--- src/rtl/vga_timing_ctrl.sv ---
// vga_timing_ctrl: VGA raster timing generator with an Avalon-MM register slave and an Avalon-ST pixel sink.
// Latency: every coe_* output is registered, so it shows the h/v position of the previous clock.
//          A beat accepted in cycle t is on the DAC pins in cycle t+1. readdata arrives one clock after read.
// Backpressure: asi_pix_ready is high only in the active region while enabled without test pattern.
//               The raster never stalls; when the source has no pixel, the FILL colour is shown and UNDERRUN is flagged.
// Ports: csi_vga_clock_clk / rsi_vga_reset_reset_n    pixel clock and async active-low reset
//        avs_cmd_*                                      register slave (CTRL, STATUS, HPOS, VPOS, FRAMECNT, FILL)
//        asi_pix_*                                      {R,G,B} pixel stream; sop marks pixel (0,0)
//        coe_vga_*                                      DAC colour, blank_n, sync_n, hsync, vsync
module vga_timing_ctrl #(
  parameter int COLOR_W  = 8,
  parameter int H_ACTIVE = 640,
  parameter int H_FP     = 16,
  parameter int H_SYNC   = 96,
  parameter int H_BP     = 48,
  parameter int V_ACTIVE = 480,
  parameter int V_FP     = 10,
  parameter int V_SYNC   = 2,
  parameter int V_BP     = 33,
  parameter int CNT_W    = 12,
  parameter bit SYNC_POL = 1'b0
) (
  input  logic                   csi_vga_clock_clk,
  input  logic                   rsi_vga_reset_reset_n,
  input  logic [2:0]             avs_cmd_address,
  input  logic                   avs_cmd_read,
  input  logic                   avs_cmd_write,
  input  logic [15:0]            avs_cmd_writedata,
  output logic [15:0]            avs_cmd_readdata,
  output logic                   avs_cmd_waitrequest,
  input  logic [3*COLOR_W-1:0]   asi_pix_data,
  input  logic                   asi_pix_valid,
  input  logic                   asi_pix_startofpacket,
  output logic                   asi_pix_ready,
  output logic [COLOR_W-1:0]     coe_vga_red,
  output logic [COLOR_W-1:0]     coe_vga_green,
  output logic [COLOR_W-1:0]     coe_vga_blue,
  output logic                   coe_vga_blank_n,
  output logic                   coe_vga_sync_n,
  output logic                   coe_vga_hsync,
  output logic                   coe_vga_vsync
);

  localparam int H_TOTAL = H_ACTIVE + H_FP + H_SYNC + H_BP;
  localparam int V_TOTAL = V_ACTIVE + V_FP + V_SYNC + V_BP;

  localparam logic [CNT_W-1:0] H_LAST   = CNT_W'(H_TOTAL - 1);
  localparam logic [CNT_W-1:0] V_LAST   = CNT_W'(V_TOTAL - 1);
  localparam logic [CNT_W-1:0] H_ACT    = CNT_W'(H_ACTIVE);
  localparam logic [CNT_W-1:0] V_ACT    = CNT_W'(V_ACTIVE);
  localparam logic [CNT_W-1:0] H_SYNC_S = CNT_W'(H_ACTIVE + H_FP);
  localparam logic [CNT_W-1:0] H_SYNC_E = CNT_W'(H_ACTIVE + H_FP + H_SYNC);
  localparam logic [CNT_W-1:0] V_SYNC_S = CNT_W'(V_ACTIVE + V_FP);
  localparam logic [CNT_W-1:0] V_SYNC_E = CNT_W'(V_ACTIVE + V_FP + V_SYNC);

  localparam logic [2:0] A_CTRL     = 3'd0;
  localparam logic [2:0] A_STATUS   = 3'd1;
  localparam logic [2:0] A_HPOS     = 3'd2;
  localparam logic [2:0] A_VPOS     = 3'd3;
  localparam logic [2:0] A_FRAMECNT = 3'd4;
  localparam logic [2:0] A_FILL     = 3'd5;

  // RGB565 field widening by repeating the field from its MSB down.
  function automatic logic [COLOR_W-1:0] rep5(input logic [4:0] c);
    logic [5*COLOR_W-1:0] w;
    w = {COLOR_W{c}};
    return w[5*COLOR_W-1 -: COLOR_W];
  endfunction

  function automatic logic [COLOR_W-1:0] rep6(input logic [5:0] c);
    logic [6*COLOR_W-1:0] w;
    w = {COLOR_W{c}};
    return w[6*COLOR_W-1 -: COLOR_W];
  endfunction

  // Raster counters
  logic [CNT_W-1:0] h_q, h_d, v_q, v_d;
  logic             line_end, frame_end, active, at_origin;

  // Registers
  logic [1:0]  ctrl_q, ctrl_d;
  logic [15:0] fill_q, fill_d;
  logic [15:0] framecnt_q, framecnt_d;
  logic        eff_en_q, eff_en_d, eff_tpat_q, eff_tpat_d;
  logic        underrun_q, underrun_d, syncerr_q, syncerr_d;
  logic [15:0] readdata_q, readdata_d, rd_val;

  // Registered DAC outputs
  logic [COLOR_W-1:0] red_q, red_d, green_q, green_d, blue_q, blue_d;
  logic               blank_n_q, blank_n_d, hsync_q, hsync_d, vsync_q, vsync_d;

  logic pix_ready, consume, underrun_evt, syncerr_evt;
  logic wr_ctrl, wr_fill;
  logic [1:0] w1c;

  assign line_end  = (h_q == H_LAST);
  assign frame_end = line_end && (v_q == V_LAST);
  assign active    = (h_q < H_ACT) && (v_q < V_ACT);
  assign at_origin = (h_q == '0) && (v_q == '0);

  assign pix_ready    = active && eff_en_q && !eff_tpat_q;
  assign consume      = pix_ready && asi_pix_valid;
  assign underrun_evt = pix_ready && !asi_pix_valid;
  // sop must mark exactly the beat taken at (0,0); anything else is a framing error.
  assign syncerr_evt  = consume && (at_origin ? !asi_pix_startofpacket : asi_pix_startofpacket);

  assign wr_ctrl = avs_cmd_write && (avs_cmd_address == A_CTRL);
  assign wr_fill = avs_cmd_write && (avs_cmd_address == A_FILL);
  assign w1c     = (avs_cmd_write && (avs_cmd_address == A_STATUS)) ? avs_cmd_writedata[2:1] : 2'b00;

  always_comb begin
    h_d        = line_end ? '0 : h_q + 1'b1;
    v_d        = v_q;
    if (line_end) begin
      v_d = (v_q == V_LAST) ? '0 : v_q + 1'b1;
    end
    framecnt_d = frame_end ? framecnt_q + 16'd1 : framecnt_q;
    // Mode only changes across the frame boundary so a frame is never split between modes.
    eff_en_d   = frame_end ? ctrl_q[0] : eff_en_q;
    eff_tpat_d = frame_end ? ctrl_q[1] : eff_tpat_q;
    ctrl_d     = wr_ctrl ? avs_cmd_writedata[1:0] : ctrl_q;
    fill_d     = wr_fill ? avs_cmd_writedata : fill_q;
    // Set term is OR-ed after the clear so a same-cycle event survives the W1C.
    underrun_d = (underrun_q & ~w1c[0]) | underrun_evt;
    syncerr_d  = (syncerr_q  & ~w1c[1]) | syncerr_evt;
  end

  always_comb begin
    rd_val = '0;
    case (avs_cmd_address)
      A_CTRL:     rd_val = {14'd0, ctrl_q};
      A_STATUS:   rd_val = {13'd0, syncerr_q, underrun_q, (v_q >= V_ACT)};
      A_HPOS:     rd_val = 16'(h_q);
      A_VPOS:     rd_val = 16'(v_q);
      A_FRAMECNT: rd_val = framecnt_q;
      A_FILL:     rd_val = fill_q;
      default:    rd_val = '0;
    endcase
    readdata_d = avs_cmd_read ? rd_val : readdata_q;
  end

  always_comb begin
    red_d     = '0;
    green_d   = '0;
    blue_d    = '0;
    blank_n_d = 1'b0;
    if (active && eff_en_q) begin
      blank_n_d = 1'b1;
      if (eff_tpat_q) begin
        red_d   = h_q[COLOR_W-1:0];
        green_d = v_q[COLOR_W-1:0];
        blue_d  = h_q[COLOR_W-1:0] ^ v_q[COLOR_W-1:0];
      end else if (asi_pix_valid) begin
        {red_d, green_d, blue_d} = asi_pix_data;
      end else begin
        red_d   = rep5(fill_q[15:11]);
        green_d = rep6(fill_q[10:5]);
        blue_d  = rep5(fill_q[4:0]);
      end
    end
    hsync_d = ((h_q >= H_SYNC_S) && (h_q < H_SYNC_E)) ? SYNC_POL : ~SYNC_POL;
    vsync_d = ((v_q >= V_SYNC_S) && (v_q < V_SYNC_E)) ? SYNC_POL : ~SYNC_POL;
  end

  always_ff @(posedge csi_vga_clock_clk or negedge rsi_vga_reset_reset_n) begin
    if (!rsi_vga_reset_reset_n) begin
      h_q        <= '0;
      v_q        <= '0;
      framecnt_q <= '0;
      ctrl_q     <= '0;
      fill_q     <= '0;
      eff_en_q   <= 1'b0;
      eff_tpat_q <= 1'b0;
      underrun_q <= 1'b0;
      syncerr_q  <= 1'b0;
      readdata_q <= '0;
      red_q      <= '0;
      green_q    <= '0;
      blue_q     <= '0;
      blank_n_q  <= 1'b0;
      hsync_q    <= ~SYNC_POL;
      vsync_q    <= ~SYNC_POL;
    end else begin
      h_q        <= h_d;
      v_q        <= v_d;
      framecnt_q <= framecnt_d;
      ctrl_q     <= ctrl_d;
      fill_q     <= fill_d;
      eff_en_q   <= eff_en_d;
      eff_tpat_q <= eff_tpat_d;
      underrun_q <= underrun_d;
      syncerr_q  <= syncerr_d;
      readdata_q <= readdata_d;
      red_q      <= red_d;
      green_q    <= green_d;
      blue_q     <= blue_d;
      blank_n_q  <= blank_n_d;
      hsync_q    <= hsync_d;
      vsync_q    <= vsync_d;
    end
  end

  assign asi_pix_ready       = pix_ready;
  assign avs_cmd_readdata    = readdata_q;
  assign avs_cmd_waitrequest = 1'b0;
  assign coe_vga_red         = red_q;
  assign coe_vga_green       = green_q;
  assign coe_vga_blue        = blue_q;
  assign coe_vga_blank_n     = blank_n_q;
  assign coe_vga_sync_n      = 1'b0;
  assign coe_vga_hsync       = hsync_q;
  assign coe_vga_vsync       = vsync_q;

endmodule

--- config.mk ---
export PLATFORM = sky130hd
export DESIGN_NAME = vga_timing_ctrl
export DESIGN_NICKNAME = d
export VERILOG_FILES = /design/src/rtl/vga_timing_ctrl.sv
export SDC_FILE = /design/constraint.sdc
export NUM_CORES = 1
export LEC_CHECK = 0
export CAP_MARGIN = 10
export CORE_MARGIN = 2
export CORE_UTILIZATION = 50
export CTS_CLUSTER_SIZE = 25
export DETAILED_ROUTE_END_ITERATION = 16
export PLACE_DENSITY_LB_ADDON = 0.1
export SLEW_MARGIN = 15
export SYNTH_ARGS = -nofsm -noshare
export SYNTH_HDL_FRONTEND = slang
export SYNTH_SLANG_ARGS = --single-unit
--- constraint.sdc ---
create_clock -name csi_vga_clock_clk -period 2.37 [get_ports csi_vga_clock_clk]
set_clock_uncertainty 0.2 [all_clocks]
set_input_delay 0.237 -clock csi_vga_clock_clk [delete_from_list [all_inputs] [get_ports csi_vga_clock_clk]]
set_output_delay 0.237 -clock csi_vga_clock_clk [all_outputs]
set_load 0.1 [all_outputs]
==> impl_metrics.csv <==
group,metric,value,unit
status,status,"complete, no violations",
synthesis,netlist.top_cell.by_area,"sky130_fd_sc_hd__dfrtp_1",
timing,fin_hold_ws,168.1,ps
cells_and_area,ff_latch_area,0.002630,mm^2
timing,timing.final.crit_share,97.39,%
synthesis,yosysTopAreaCellShare,47.49,%
floorplan,die-height,108.2,um
timing,slew_viol_final,0,
synthesis,synthesis.area,0.005428,mm^2
timing,tightest_slew,539.6,ps
cells_and_area,antenna_cells,0,
grt,groute.usage.overall,28.40,%
route,avg_wl_per_cell,21.38,um
critical_path,reg2regPathDepth,5,
clock_tree,clock_slew_seen_by_the_registers_of_the_worst_setup_and_hold_paths,100,ps
timing,timing.max_slew.rel_slack,64.03,%
cells_and_area,fillerInstances,905,
grt,antenna_found_initial,0,
synthesis,synthesis.area_per_instance,10.73,um^2
power,pwr_density,587.1,mW/mm^2
clock_tree,tritoncts,"built",
route,drtAntennaViolNets,0,
clock_tree,numClockSinks,105,
route,drtIter0Drc,261,
cells_and_area,multi_input_area,0.002496,mm^2
cells_and_area,drive_above_1_share,23.68,%
grt,grt-ovfl-total,0,
hold_path,worst_hold_path_type,"input pin to asynchronous set/reset pin",
synthesis,ys_dominant_reg_cell,"sky130_fd_sc_hd__dfrtp_1",
route,detail_route.vias_per_cell,5.955,
placement,placement.io_buffers,92,
floorplan,floorplan.io_pins,95,
grt,grt_pass1_wl,24390,um
timing,grt_setup_unrepaired,"false",
clock_tree,root_buffer,"sky130_fd_sc_hd__clkbuf_8",
synthesis,synth_seq_area_share,48.46,%
timing,fmax,433.3,MHz
floorplan,floorplan.initialDensity,50.74,%
floorplan,num_rows,38,
critical_path,cp-end-kind,"output port",
critical_path,critical_path_class,"flop to output port",
placement,dp_hpwl,11820,um
synthesis,synth_edf_count,0,
cells_and_area,final_nets,657,
synthesis,netlist_instances,506,
placement,finalWeightedCongestion,0.9065,
critical_path,start_kind,"flop",
floorplan,die_area,0.01171,mm^2
power,power.total,3.990,mW
floorplan,die_w,108.2,um
power,vdd_drop_max,0.0004208,V
run,timing.max_cap.violations,0,
timing,final_worst_setup_slack,61.90,ps
critical_path,critical_path_arrival,1870,ps
timing,totalNegativeSetupSlack,0,ps
synthesis,leading_cell_types_by_total_area_after_synthesis,"sky130_fd_sc_hd__dfrtp_1 (47%), sky130_fd_sc_hd__a211oi_1 (4.6%), sky130_fd_sc_hd__mux2_2 (3.7%), sky130_fd_sc_hd__xor2_1 (3.4%), sky130_fd_sc_hd__a221oi_1 (3.1%)",
clock_tree,cts_max_level,3,
grt,first_global_vias,4326,
route,routed-via-count,4454,
cells_and_area,synthToLayoutAreaGrowth,25.22,%
synthesis,netlist-cell-type-count,59,
floorplan,core_area,0.01070,mm^2
timing,hold_violations,0,
route,route.detailed.drc,0,
critical_path,cp_max_fo,8,
grt,grt_start_max_net_pins,53,
power,power.static_leakage,3.047,nW
placement,placement.setup.worst_slack,25.95,ps
timing,post-route-min-period,2308,ps
synthesis,yosys_warnings,0,
synthesis,ys_seq_elements,105,
route,routed_wl,15990,um
clock_tree,cts_buffer_depth,2,
clock_tree,clock_latency,390,ps
timing,setup_violations,0,
synthesis,synthArstFlopShare,100.0,%
route,drt-pass1-iter-count,5,
clock_tree,cts_buffers,9,
critical_path,worst_ep_required_time,1930,ps
[cell families after synthesis]
group | Yosys count | share of synthesized area [%]
DFF | 105 | 48.46
muxes | 36 | 7.123
other | 1 | 0.06909
AOI/OAI and AO/OA | 93 | 12.96
and+or+nand+nor | 151 | 17.77
adders and majority gates | 5 | 1.153
xor gates and xnor gates | 39 | 6.293
buffers and inverters | 76 | 6.178
[cells in the mapped netlist (all sizes together), types with 6 or more instances]
library cell	n
dfrtp	103
a211oi	33
nor2	30
inv	29
buf	25
clkbuf	21
mux2	21
xor2	21
a221oi	19
nand3	18
nor3	18
xnor2	18
nand2	17
nor2b	17
mux2i	15
nand4	11
nor4	10
o32ai	10
a21oi	9
and4	6
o21ai	6
[repair_timing]
action | CTS | global route
hold buffers | 1 | 0
resized for setup | 1 | 4
setup buffers | 0 | 1
endpoints found under the setup margin | 1 | 14
pin swaps | 0 | 1
endpoints found under the hold margin | 39 | 0
[per-layer routing]
metal / routed length [um] / GRT usage, % / share of wire (%) / vias to the layer above
li1: - / - / - / 2016
met1: 7121 / 39.89 / 45 / 2195
met2: 7221 / 43.08 / 45 / 202
met3: 957 / 3.858 / 6.0 / 41
met4: 690 / 14.65 / 4.3 / 0
met5: 0 / 0 / 0 / -
[stage by stage]
stage / area [um^2] / cells / utilization, %
floorplan: 5439 / 507 / -
global placement: 6515 / 730 / 60.90
detailed placement: 6515 / 730 / 60.90
CTS: 6775 / 747 / 63.33
global route: 6797 / 748 / 63.53
finish: 6797 / 748 / 63.53
[where the power goes]
part	internal [mW]	switching, mW	total [mW]
sequential	1.88	0.106	1.99
clock	0.703	0.646	1.35
combinational	0.265	0.387	0.652
[placed cells by master, fill, tap and decap left out, types with 18 or more instances in the layout]
| cell type | n |
|---|---|
| sky130_fd_sc_hd__a221oi_1 | 19 |
| sky130_fd_sc_hd__buf_4 | 80 |
| sky130_fd_sc_hd__inv_1 | 28 |
| sky130_fd_sc_hd__xnor2_1 | 18 |
| sky130_fd_sc_hd__nand3_1 | 18 |
| sky130_fd_sc_hd__a211oi_1 | 33 |
| sky130_fd_sc_hd__dfrtp_1 | 103 |
| sky130_fd_sc_hd__xor2_1 | 21 |
| sky130_fd_sc_hd__clkdlybuf4s50_1 | 47 |
| sky130_fd_sc_hd__nor2_1 | 27 |
| sky130_fd_sc_hd__mux2_2 | 18 |
[registers in the layout, indices dropped and copies added, names as in the netlist, 2 cells and up]
signal            flops
avs_cmd_readdata     16
coe_vga_blue          8
coe_vga_green         8
coe_vga_red           8
ctrl_q                2
fill_q               16
framecnt_q           16
h_q                  12
v_q                  12
[path summary, 6_finish.rpt]
path,startpoint,endpoint,slack [ps]
hold reg to reg,underrun_q$_DFF_PN0_,underrun_q$_DFF_PN0_,290
min in group csi_vga_clock_clk,avs_cmd_writedata[15],fill_q[15]$_DFFE_PN0P_,260
setup / recovery,v_q[5]$_DFFE_PN0N_,asi_pix_ready,60
hold / removal,rsi_vga_reset_reset_n,v_q[7]$_DFFE_PN0N_,170
setup reg to reg,h_q[0]$_DFF_PN0_,framecnt_q[9]$_DFFE_PN0P_,160
max in group asynchronous,rsi_vga_reset_reset_n,avs_cmd_readdata[5]$_DFFE_PN0P_,1160
[cell type report]
class	instances	share of cell area (%)
sequential	105	38.70
multi-input combinational	326	36.73
timing repair buffer	131	16.79
tap	140	2.577
clock buffer	9	1.823
clock inverter	7	1.730
inverter	30	1.657
[worst max-delay path, cell delays in order, from the launching register on]
cell and delay [ps]:
sky130_fd_sc_hd__dfrtp_1 520, sky130_fd_sc_hd__nand4_1 160, sky130_fd_sc_hd__buf_4 150, sky130_fd_sc_hd__nand4_1 160, sky130_fd_sc_hd__buf_4 220, sky130_fd_sc_hd__nor2_4 100
sky130_fd_sc_hd__buf_12 180
Power figures use the tool's default switching activity.
